===== config.mk =====
export PLATFORM = sky130hd
export DESIGN_NAME = ball_controller
export DESIGN_NICKNAME = d
export VERILOG_FILES = /design/src/rtl/ball_controller.sv
export SDC_FILE = /design/constraint.sdc
export NUM_CORES = 1
export LEC_CHECK = 0
export ABC_CLOCK_PERIOD_IN_PS = 5200
export CAP_MARGIN = 20
export CELL_PAD_IN_SITES_DETAIL_PLACEMENT = 0
export CELL_PAD_IN_SITES_GLOBAL_PLACEMENT = 1
export CORE_ASPECT_RATIO = 0.75
export CORE_MARGIN = 1.5
export CORE_UTILIZATION = 40
export CTS_CLUSTER_DIAMETER = 200
export DETAILED_ROUTE_END_ITERATION = 10
export GPL_TIMING_DRIVEN = 1
export PLACE_DENSITY = 0.84
export SLEW_MARGIN = 20
export SYNTH_ARGS = -nofsm -noshare
export SYNTH_HDL_FRONTEND = slang
export SYNTH_SLANG_ARGS = --single-unit

===== constraint.sdc =====
create_clock -name clk -period 5.2 [get_ports clk]
set_clock_uncertainty 0.05 [all_clocks]
set_input_delay 1.04 -clock clk [delete_from_list [all_inputs] [get_ports clk]]
set_output_delay 1.04 -clock clk [all_outputs]
set_load 0.1 [all_outputs]

===== src/rtl/ball_controller.sv =====
// ----------------------------------------------------------------------------
// ball_controller
// Pong ball engine. It moves a square ball once per frame and bounces it off
// the top and bottom walls and off the two paddles. A ball that gets past a
// paddle scores a point for the other side. After a point the ball is held for
// a fixed number of frames and then re-centred. Play waits for a serve, and the
// game ends when either side reaches the winning score.
//
// Ports
//   clk                       system clock, all state on posedge
//   rst                       asynchronous active-high reset
//   frame_tick                one-cycle pulse per frame
//   serve                     level; starts a point (SERVE) or a new game (GAME_OVER)
//   lpad_top/lpad_bottom      left paddle vertical bounds
//   rpad_top/rpad_bottom      right paddle vertical bounds
//   top/bottom/left/right_bound  registered ball rectangle, drawn with strict
//                             inequalities (so each edge is one pixel outside)
//   score_left/score_right    points, saturating at WIN_SCORE
//   state                     SERVE=0, PLAY=1, SCORED=2, GAME_OVER=3
//   hit                       one-cycle pulse on a paddle bounce
//
// state      | meaning
// -----------+-----------------------------------------------------------
// SERVE      | ball centred, waiting for serve
// PLAY       | ball moves one step per frame_tick
// SCORED     | point taken, holding SCORE_HOLD frames before re-centring
// GAME_OVER  | a side reached WIN_SCORE, waiting for serve to restart
// ----------------------------------------------------------------------------
module ball_controller #(
    parameter int SCREEN_W   = 640,
    parameter int SCREEN_H   = 480,
    parameter int BALL_SIZE  = 8,
    parameter int SPEED      = 2,
    parameter int LPAD_X     = 20,
    parameter int RPAD_X     = 620,
    parameter int SCORE_HOLD = 60,
    parameter int WIN_SCORE  = 9
) (
    input  logic        clk,
    input  logic        rst,
    input  logic        frame_tick,
    input  logic        serve,
    input  logic [11:0] lpad_top,
    input  logic [11:0] lpad_bottom,
    input  logic [11:0] rpad_top,
    input  logic [11:0] rpad_bottom,
    output logic [11:0] top_bound,
    output logic [11:0] bottom_bound,
    output logic [11:0] left_bound,
    output logic [11:0] right_bound,
    output logic [3:0]  score_left,
    output logic [3:0]  score_right,
    output logic [1:0]  state,
    output logic        hit
);

    typedef enum logic [1:0] {
        ST_SERVE  = 2'd0,
        ST_PLAY   = 2'd1,
        ST_SCORED = 2'd2,
        ST_OVER   = 2'd3
    } state_t;

    localparam logic [11:0] X_MAX = 12'(SCREEN_W - BALL_SIZE - 1);
    localparam logic [11:0] Y_MAX = 12'(SCREEN_H - BALL_SIZE - 1);
    localparam logic [11:0] X_C   = 12'((SCREEN_W - BALL_SIZE) / 2);
    localparam logic [11:0] Y_C   = 12'((SCREEN_H - BALL_SIZE) / 2);
    localparam logic [11:0] SP12  = 12'(SPEED);
    localparam logic [11:0] B1_12 = 12'(BALL_SIZE + 1);
    localparam logic [11:0] LPX   = 12'(LPAD_X);
    localparam logic [11:0] RPX_L = 12'(RPAD_X - BALL_SIZE - 1);

    // 13-bit copies keep the edge compares free of wrap-around.
    localparam logic [12:0] SP13    = 13'(SPEED);
    localparam logic [12:0] B1_13   = 13'(BALL_SIZE + 1);
    localparam logic [12:0] XMAX13  = 13'(SCREEN_W - BALL_SIZE - 1);
    localparam logic [12:0] YMAX13  = 13'(SCREEN_H - BALL_SIZE - 1);
    localparam logic [12:0] LPX13   = 13'(LPAD_X);
    localparam logic [12:0] RPX13   = 13'(RPAD_X);
    localparam logic [3:0]  WIN4    = 4'(WIN_SCORE);

    localparam int CW = (SCORE_HOLD > 1) ? $clog2(SCORE_HOLD) : 1;
    localparam logic [CW-1:0] HOLD_LOAD = CW'(SCORE_HOLD - 1);

    // Direction encodings: dx 1 = right, dy 1 = down, loser 1 = right side.
    state_t         state_q, state_d;
    logic [11:0]    x_q, x_d, y_q, y_d;
    logic           dx_q, dx_d, dy_q, dy_d;
    logic           loser_q, loser_d;
    logic [3:0]     sl_q, sl_d, sr_q, sr_d;
    logic [CW-1:0]  cnt_q, cnt_d;
    logic           hit_q, hit_d;
    logic [11:0]    top_q, bot_q, left_q, right_q;

    logic [12:0]    x_w, y_w;
    logic           ov_l, ov_r;
    logic [11:0]    x_mv, y_mv;
    logic           dx_mv, dy_mv, bounce, pt_l, pt_r;

    function automatic logic [3:0] sat_inc(input logic [3:0] s);
        return (s >= WIN4) ? s : s + 4'd1;
    endfunction

    assign x_w = {1'b0, x_q};
    assign y_w = {1'b0, y_q};

    // Paddle overlap is judged on the position before this frame's move.
    assign ov_l = (y_q < lpad_bottom) && ((y_w + B1_13) > {1'b0, lpad_top});
    assign ov_r = (y_q < rpad_bottom) && ((y_w + B1_13) > {1'b0, rpad_top});

    // One frame of motion; horizontal and vertical resolve independently.
    always_comb begin
        x_mv   = x_q;
        y_mv   = y_q;
        dx_mv  = dx_q;
        dy_mv  = dy_q;
        bounce = 1'b0;
        pt_l   = 1'b0;
        pt_r   = 1'b0;

        if (dy_q) begin
            if ((y_w + SP13) >= YMAX13) begin
                y_mv  = Y_MAX;
                dy_mv = 1'b0;
            end else begin
                y_mv = y_q + SP12;
            end
        end else begin
            if (y_w <= SP13) begin
                y_mv  = 12'd0;
                dy_mv = 1'b1;
            end else begin
                y_mv = y_q - SP12;
            end
        end

        // A paddle bounce is tested before the score edge, so it wins.
        if (dx_q) begin
            if (((x_w + B1_13 + SP13) >= RPX13) && ov_r) begin
                x_mv   = RPX_L;
                dx_mv  = 1'b0;
                bounce = 1'b1;
            end else if ((x_w + SP13) >= XMAX13) begin
                x_mv = X_MAX;
                pt_l = 1'b1;
            end else begin
                x_mv = x_q + SP12;
            end
        end else begin
            if ((x_w <= (LPX13 + SP13)) && ov_l) begin
                x_mv   = LPX;
                dx_mv  = 1'b1;
                bounce = 1'b1;
            end else if (x_w <= SP13) begin
                x_mv = 12'd0;
                pt_r = 1'b1;
            end else begin
                x_mv = x_q - SP12;
            end
        end
    end

    always_comb begin
        state_d = state_q;
        x_d     = x_q;
        y_d     = y_q;
        dx_d    = dx_q;
        dy_d    = dy_q;
        loser_d = loser_q;
        sl_d    = sl_q;
        sr_d    = sr_q;
        cnt_d   = cnt_q;
        hit_d   = 1'b0;

        case (state_q)
            ST_SERVE: begin
                if (serve) begin
                    state_d = ST_PLAY;
                    dx_d    = loser_q;
                    dy_d    = 1'b1;
                end
            end
            ST_PLAY: begin
                if (frame_tick) begin
                    x_d   = x_mv;
                    y_d   = y_mv;
                    dx_d  = dx_mv;
                    dy_d  = dy_mv;
                    hit_d = bounce;
                    if (pt_l) begin
                        sl_d    = sat_inc(sl_q);
                        loser_d = 1'b1;
                        state_d = ST_SCORED;
                        cnt_d   = HOLD_LOAD;
                    end else if (pt_r) begin
                        sr_d    = sat_inc(sr_q);
                        loser_d = 1'b0;
                        state_d = ST_SCORED;
                        cnt_d   = HOLD_LOAD;
                    end
                end
            end
            ST_SCORED: begin
                // Down-counter loaded with HOLD-1; the tick seen at zero is the last one.
                if (frame_tick) begin
                    if (cnt_q == '0) begin
                        x_d     = X_C;
                        y_d     = Y_C;
                        state_d = ((sl_q == WIN4) || (sr_q == WIN4)) ? ST_OVER : ST_SERVE;
                    end else begin
                        cnt_d = cnt_q - 1'b1;
                    end
                end
            end
            ST_OVER: begin
                if (serve) begin
                    sl_d    = 4'd0;
                    sr_d    = 4'd0;
                    x_d     = X_C;
                    y_d     = Y_C;
                    state_d = ST_SERVE;
                end
            end
            default: state_d = ST_SERVE;
        endcase
    end

    always_ff @(posedge clk or posedge rst) begin
        if (rst) begin
            state_q <= ST_SERVE;
            x_q     <= X_C;
            y_q     <= Y_C;
            dx_q    <= 1'b1;
            dy_q    <= 1'b1;
            loser_q <= 1'b1;
            sl_q    <= 4'd0;
            sr_q    <= 4'd0;
            cnt_q   <= '0;
            hit_q   <= 1'b0;
            top_q   <= Y_C;
            bot_q   <= Y_C + B1_12;
            left_q  <= X_C;
            right_q <= X_C + B1_12;
        end else begin
            state_q <= state_d;
            x_q     <= x_d;
            y_q     <= y_d;
            dx_q    <= dx_d;
            dy_q    <= dy_d;
            loser_q <= loser_d;
            sl_q    <= sl_d;
            sr_q    <= sr_d;
            cnt_q   <= cnt_d;
            hit_q   <= hit_d;
            top_q   <= y_d;
            bot_q   <= y_d + B1_12;
            left_q  <= x_d;
            right_q <= x_d + B1_12;
        end
    end

    assign top_bound    = top_q;
    assign bottom_bound = bot_q;
    assign left_bound   = left_q;
    assign right_bound  = right_q;
    assign score_left   = sl_q;
    assign score_right  = sr_q;
    assign state        = state_q;
    assign hit          = hit_q;

endmodule


==> impl_metrics.env, run 1 <==
export IMPL_outcome="complete, no violations"
export IMPL_top_layer_used="met4"
export IMPL_final_cell_mix="clkdlybuf4s50_1 (110), nand2_1 (79), inv_1 (78), ha_1 (66), a21oi_1 (53)"
export IMPL_setup_tns_ns=0
export IMPL_relSlewSlack_pct=33.2
export IMPL_postRouteWirelength_um=19400
export IMPL_ios=111
export IMPL_drtAntennaViolNets=0
export IMPL_start_util_pct=41.2
export IMPL_place_hpwl_um=15000
export IMPL_synth_seq_area_share_pct=27.3
export IMPL_required_ns=5.35
export IMPL_crit_slowest_cell="dfrtp_1"
export IMPL_multi_input_area_um2=4150
export IMPL_hold_buffers=0
export IMPL_crit_path_end_kind="flop"
export IMPL_arrival_ns=5.04
export IMPL_regToRegSetupSlack_ns=0.31
export IMPL_r2r_cells=17
export IMPL_syn2layout_area_growth_pct=25.6
export IMPL_routed_via_density=5.66
export IMPL_fmax_mhz=204
export IMPL_htreeDepth=3
export IMPL_route_met2_wl_um=7540
export IMPL_coreArea_um2=15400
export IMPL_cts_buffer_depth=2
export IMPL_die_w_um=148
export IMPL_antenna_found_initial=0
export IMPL_fin_crit_ns=4.89
export IMPL_finalSetupViolCount=0
export IMPL_clk_pin_slew_worst_paths_ns=0.06
export IMPL_powerDensity_nw_per_um2=414
export IMPL_cts_inserted_buffers=9
export IMPL_wl_per_cell_um=17.7
export IMPL_post_cts_resized=0
export IMPL_synth_edf_count=0
export IMPL_grt_first_pass_wirelength_um=31500
export IMPL_worst_setup_path_type="flop to flop"
export IMPL_drt_iter0_markers=487
export IMPL_hold_class="flop to flop"
export IMPL_io_buffers=110
export IMPL_hold_depth=2
export IMPL_critPathMaxFanout=11
export IMPL_grt_pass1_vias=5779
export IMPL_ys_types=87
export IMPL_rsz0062_at_grt="no"
export IMPL_nets=1004
export IMPL_layout_cells_most_common="clkdlybuf4s50_1"
export IMPL_met1_length_um=10000
export IMPL_place_inst=1080
export IMPL_cts_root_buffer="clkbuf_16"
export IMPL_cp_start_kind="flop"
export IMPL_ys_ff_latch=68
export IMPL_crit_chain="ha_1, a21oi_1, nor3_1, xor2_1, ha_1, nand3_1, nor3_1, nand4b_1, o2111a_1, o41ai_4, o21ai_0, a22oi_1, inv_1, ha_1, a21oi_1, nor3_1, xor2_1"
export IMPL_seqCellArea_um2=1730
export IMPL_tritoncts="yes"
export IMPL_cts_setup_buffers=0
export IMPL_cap_violations=0
export IMPL_cts_sinks=68
export IMPL_vias=6200
export IMPL_n_fill_cell=1483
export IMPL_p_leak_uw=0.00360
export IMPL_synthArstFlopShare_pct=100
export IMPL_layout_drive_gt1_share_pct=8.42
export IMPL_cp_slowest_stage_delay_ns=0.55
export IMPL_die_area_um2=16600
export IMPL_grtUsageTotal_pct=23.8
export IMPL_yosysWarnings=0
export IMPL_ir_worst_vdd_mv=0.481
export IMPL_clk_latency_ns=0.33
export IMPL_finalHoldViolCount=0
export IMPL_gp_congestion=0.927
export IMPL_overflow=0
export IMPL_drc_errors=0
export IMPL_grt_max_degree=38
export IMPL_worstMarginPinSlew_ns=0.998
export IMPL_synthFlopType="dfrtp_1"
export IMPL_timing_final_crit_share_pct=94.1
export IMPL_first_pass_iters=5
export IMPL_synthesis_nets=904
export IMPL_syn_cell_area_um2=6340
export IMPL_die_h_um=112
export IMPL_drv_slew=0
export IMPL_fp_row_count=39
export IMPL_synth_area_per_cell_um2=8.06
export IMPL_final_cells=1096
export IMPL_met3_length_um=1680
export IMPL_synthCells=786
export IMPL_insertedDiodeCount=0
metal layers:
metal | track usage [%] | vias up
met4 | 4.03 | 0
met2 | 32.2 | 258
met5 | 0 | -
li1 | - | 3033
met1 | 38.9 | 2896
met3 | 4.43 | 13
synthesized netlist by cell type (8+ instances only):
master	n	area, µm²
nand2b_1	11	68.8
dfrtp_1	45	1130
inv_1	79	297
nand3_1	31	155
buf_2	11	55.1
xor2_1	26	228
nand2_1	79	297
nor3_1	28	140
xnor2_1	23	201
a31oi_1	8	50.1
ha_1	66	826
and3_1	9	56.3
o21ai_0	51	255
nand4_1	9	56.3
dfstp_2	23	604
clkbuf_1	22	82.6
nor2_1	49	184
a21oi_1	53	265
path summary, 6_finish.rpt:
check | startpoint | to
setup / recovery | top_bound[0] | right_bound[10]
hold reg to reg | loser_q | loser_q
max in group asynchronous | rst | top_bound[6]
setup reg to reg | top_bound[0] | right_bound[10]
hold / removal | loser_q | loser_q
min in group asynchronous | rst | score_right[0]
logic make-up after synthesis:
family          count (synthesis)  synth area share (%)
compound gates                214                  23.4
xor+xnor                       50                  7.03
fa+ha+maj                      66                  13.0
buf+inv                       118                  7.42
flops                          68                  27.3
mux                             4                 0.651
simple gates                  266                  21.2
stage by stage:
stage                     utilization (%)  area [µm²]  power [µW]  setup WS [ns]  hold WS (ns)
after floorplan                         -        6340        2190          0.427         0.426
final                                51.8        7960        3290          0.307         0.445
after global placement               49.8        7660        2650          0.406         0.440
after CTS                            51.7        7950        3280          0.245         0.448
after detailed placement             49.8        7660        2660          0.265         0.441
after global routing                 51.8        7960        3460        0.00367         0.491
sequential cells by signal, summed over array words and instances (netlist names):
name / cells
right_bound: 12
state: 2
dx_q: 1
hit: 1
left_bound: 12
score_right: 4
top_bound: 12
bottom_bound: 12
score_left: 4
dy_q: 1
cnt_q: 6
loser_q: 1
area by class of cell:
type / instances / area share (%)
multi-input cells: 600 / 52.1
flip-flops and latches: 68 / 21.7
repair buffers: 128 / 15.5
inverters: 79 / 3.72
well taps: 205 / 3.22
clock buffers: 12 / 3.10
clock inverters: 4 / 0.629
report_power, final:
part	switching [µW]	internal (µW)	total [µW]
Sequential	192	658	851
Combinational	1290	541	1830
Clock	232	384	616
worst max-delay path, delay by kind of cell, from the launching register on:
kind | cells | cell delay, ns
buffers and inverters | 1 | 0.10
AND/OR/NAND/NOR | 5 | 1.09
XOR/XNOR | 2 | 0.35
adder cells (fa/ha/maj) | 3 | 0.88
flip-flops | 1 | 0.55
AO/OA/AOI/OAI | 6 | 1.73
Note: power is estimated with default switching activity, not from simulation.
==> run 2, diff against run 1 <==
Settings changed: CELL_PAD_IN_SITES_DETAIL_PLACEMENT 0 to 1.
==> run 2 against run 1 <==
  * Sequential power is 0.7% higher
  * Setup slack better by 0.0091 ns
  * Die area stayed put
  * First-iteration DRC count down 7.6%
  * Cell area grew 0.36%
  * Combinational power increased by 3%
  * Critical path type unchanged
  * Critical endpoint unchanged
  * Largest power group unchanged
==> impl_metrics.env, run 2 (synthesis gave the netlist of run 1 again) <==
export IMPL_cts_buffer_depth=2
export IMPL_tritoncts="yes"
export IMPL_arrival_ns=5.04
export IMPL_finalSetupViolCount=0
export IMPL_ir_worst_vdd_mv=0.397
export IMPL_hold_buffers=0
export IMPL_cts_root_buffer="clkbuf_16"
export IMPL_powerDensity_nw_per_um2=427
export IMPL_final_cells=1096
export IMPL_routed_via_density=5.99
export IMPL_required_ns=5.36
export IMPL_cts_sinks=68
export IMPL_drt_iter0_markers=450
export IMPL_setup_tns_ns=0
export IMPL_grt_pass1_vias=6713
export IMPL_p_leak_uw=0.00361
export IMPL_outcome="complete, no violations"
export IMPL_reg2reg_from="top_bound[5]"
export IMPL_vias=6569
export IMPL_finalWorstSetupSlack_ns=0.316
export IMPL_critPathLaunch="top_bound[5]"
export IMPL_clk_latency_ns=0.34
export IMPL_cts_inserted_buffers=9
export IMPL_rr_endpoint="right_bound[10]"
export IMPL_cap_violations=0
export IMPL_worstMarginPinSlew_ns=1.00
export IMPL_io_buffers=110
export IMPL_layout_drive_gt1_share_pct=8.64
export IMPL_worst_setup_path_type="flop to flop"
export IMPL_crit_path_end_kind="flop"
export IMPL_die_area_um2=16600
export IMPL_final_cell_mix="clkdlybuf4s50_1 (110), nand2_1 (79), inv_1 (78), ha_1 (65), a21oi_1 (52)"
export IMPL_critPathMaxFanout=14
export IMPL_grt_max_degree=38
export IMPL_cts_setup_buffers=0
export IMPL_nets=1004
export IMPL_drv_slew=0
export IMPL_fp_row_count=39
export IMPL_die_w_um=148
export IMPL_rsz0062_at_grt="no"
export IMPL_overflow=0
export IMPL_hold_class="flop to flop"
export IMPL_clk_pin_slew_worst_paths_ns=0.06
export IMPL_antenna_found_initial=0
export IMPL_fin_crit_ns=4.88
export IMPL_layout_cells_most_common="clkdlybuf4s50_1"
export IMPL_ios=111
export IMPL_drc_errors=0
export IMPL_regToRegSetupSlack_ns=0.32
export IMPL_min_from="loser_q"
export IMPL_finalHoldViolCount=0
export IMPL_start_util_pct=41.2
export IMPL_hold_depth=2
export IMPL_place_hpwl_um=17000
export IMPL_place_ws_ns=0.253
export IMPL_hold_end="loser_q"
export IMPL_coreArea_um2=15400
export IMPL_fin_worst_hold_slack_ns=0.461
export IMPL_grtUsageTotal_pct=28.1
export IMPL_die_h_um=112
export IMPL_post_cts_resized=0
export IMPL_gp_congestion=0.927
export IMPL_fmax_mhz=205
export IMPL_grt_first_pass_wirelength_um=36600
export IMPL_first_pass_iters=5
export IMPL_cp_start_kind="flop"
export IMPL_relSlewSlack_pct=32.8
export IMPL_r2r_cells=17
export IMPL_place_inst=1080
export IMPL_syn2layout_area_growth_pct=26.1
export IMPL_timing_final_crit_share_pct=93.9
export IMPL_drtAntennaViolNets=0
export IMPL_insertedDiodeCount=0
export IMPL_wl_per_cell_um=20.7
export IMPL_postRouteWirelength_um=22700
export IMPL_htreeDepth=3
run 2: worst max-delay path: stages (launching register included):
cell and delay, ns:
dfstp_2 0.71, nand2_1 0.25, a21oi_1 0.27, nand4_1 0.15
xnor2_1 0.19, ha_1 0.32, nand3_1 0.10, nor3_1 0.54
nand4b_1 0.24, o2111a_1 0.23, o41ai_4 0.14, o21ai_0 0.28
a22oi_1 0.32, inv_1 0.12, ha_1 0.24, a21oi_1 0.30
nor3_1 0.14, xor2_1 0.16
run 2: worst max path at each step:
stage                                  to  slack [ns]  depth (start not counted)
final                     right_bound[10]        0.32                         17
after global routing      right_bound[11]        0.08                         15
after CTS                 right_bound[10]        0.20                         17
after detailed placement  right_bound[10]        0.25                         17
after global placement    right_bound[10]        0.41                         17
after floorplan           right_bound[11]        0.43                         16
run 2: report_power, final:
part	total, µW	switching, µW	internal (µW)
Combinational	1880	1330	547
Clock	674	242	433
Sequential	857	199	658
run 2: per-layer routing:
layer	wire (µm)	track usage [%]	vias to the layer above
li1	-	-	3023
met1	10800	41.8	3234
met2	9770	41.9	274
met3	1760	5.12	38
met4	406	7.26	0
met5	0	0	-
run 2: area by class of cell:
class / instances / area (µm²)
tap: 205 / 256
clock inverter: 4 / 72.6
inverter: 79 / 297
timing repair buffer: 128 / 1240
fill: 1852 / 7380
sequential: 68 / 1730
multi-input combinational: 600 / 4150
clock buffer: 12 / 246
run 2: through the flow:
stage / instance area (µm²) / util [%] / power (µW)
6_report: 7990 / 52.0 / 3410
5_1_grt: 7990 / 52.0 / 3570
4_1_cts: 7980 / 51.9 / 3380
3_5_place_dp: 7660 / 49.8 / 2690
3_3_place_gp: 7660 / 49.8 / 2650
2_1_floorplan: 6340 / - / 2190
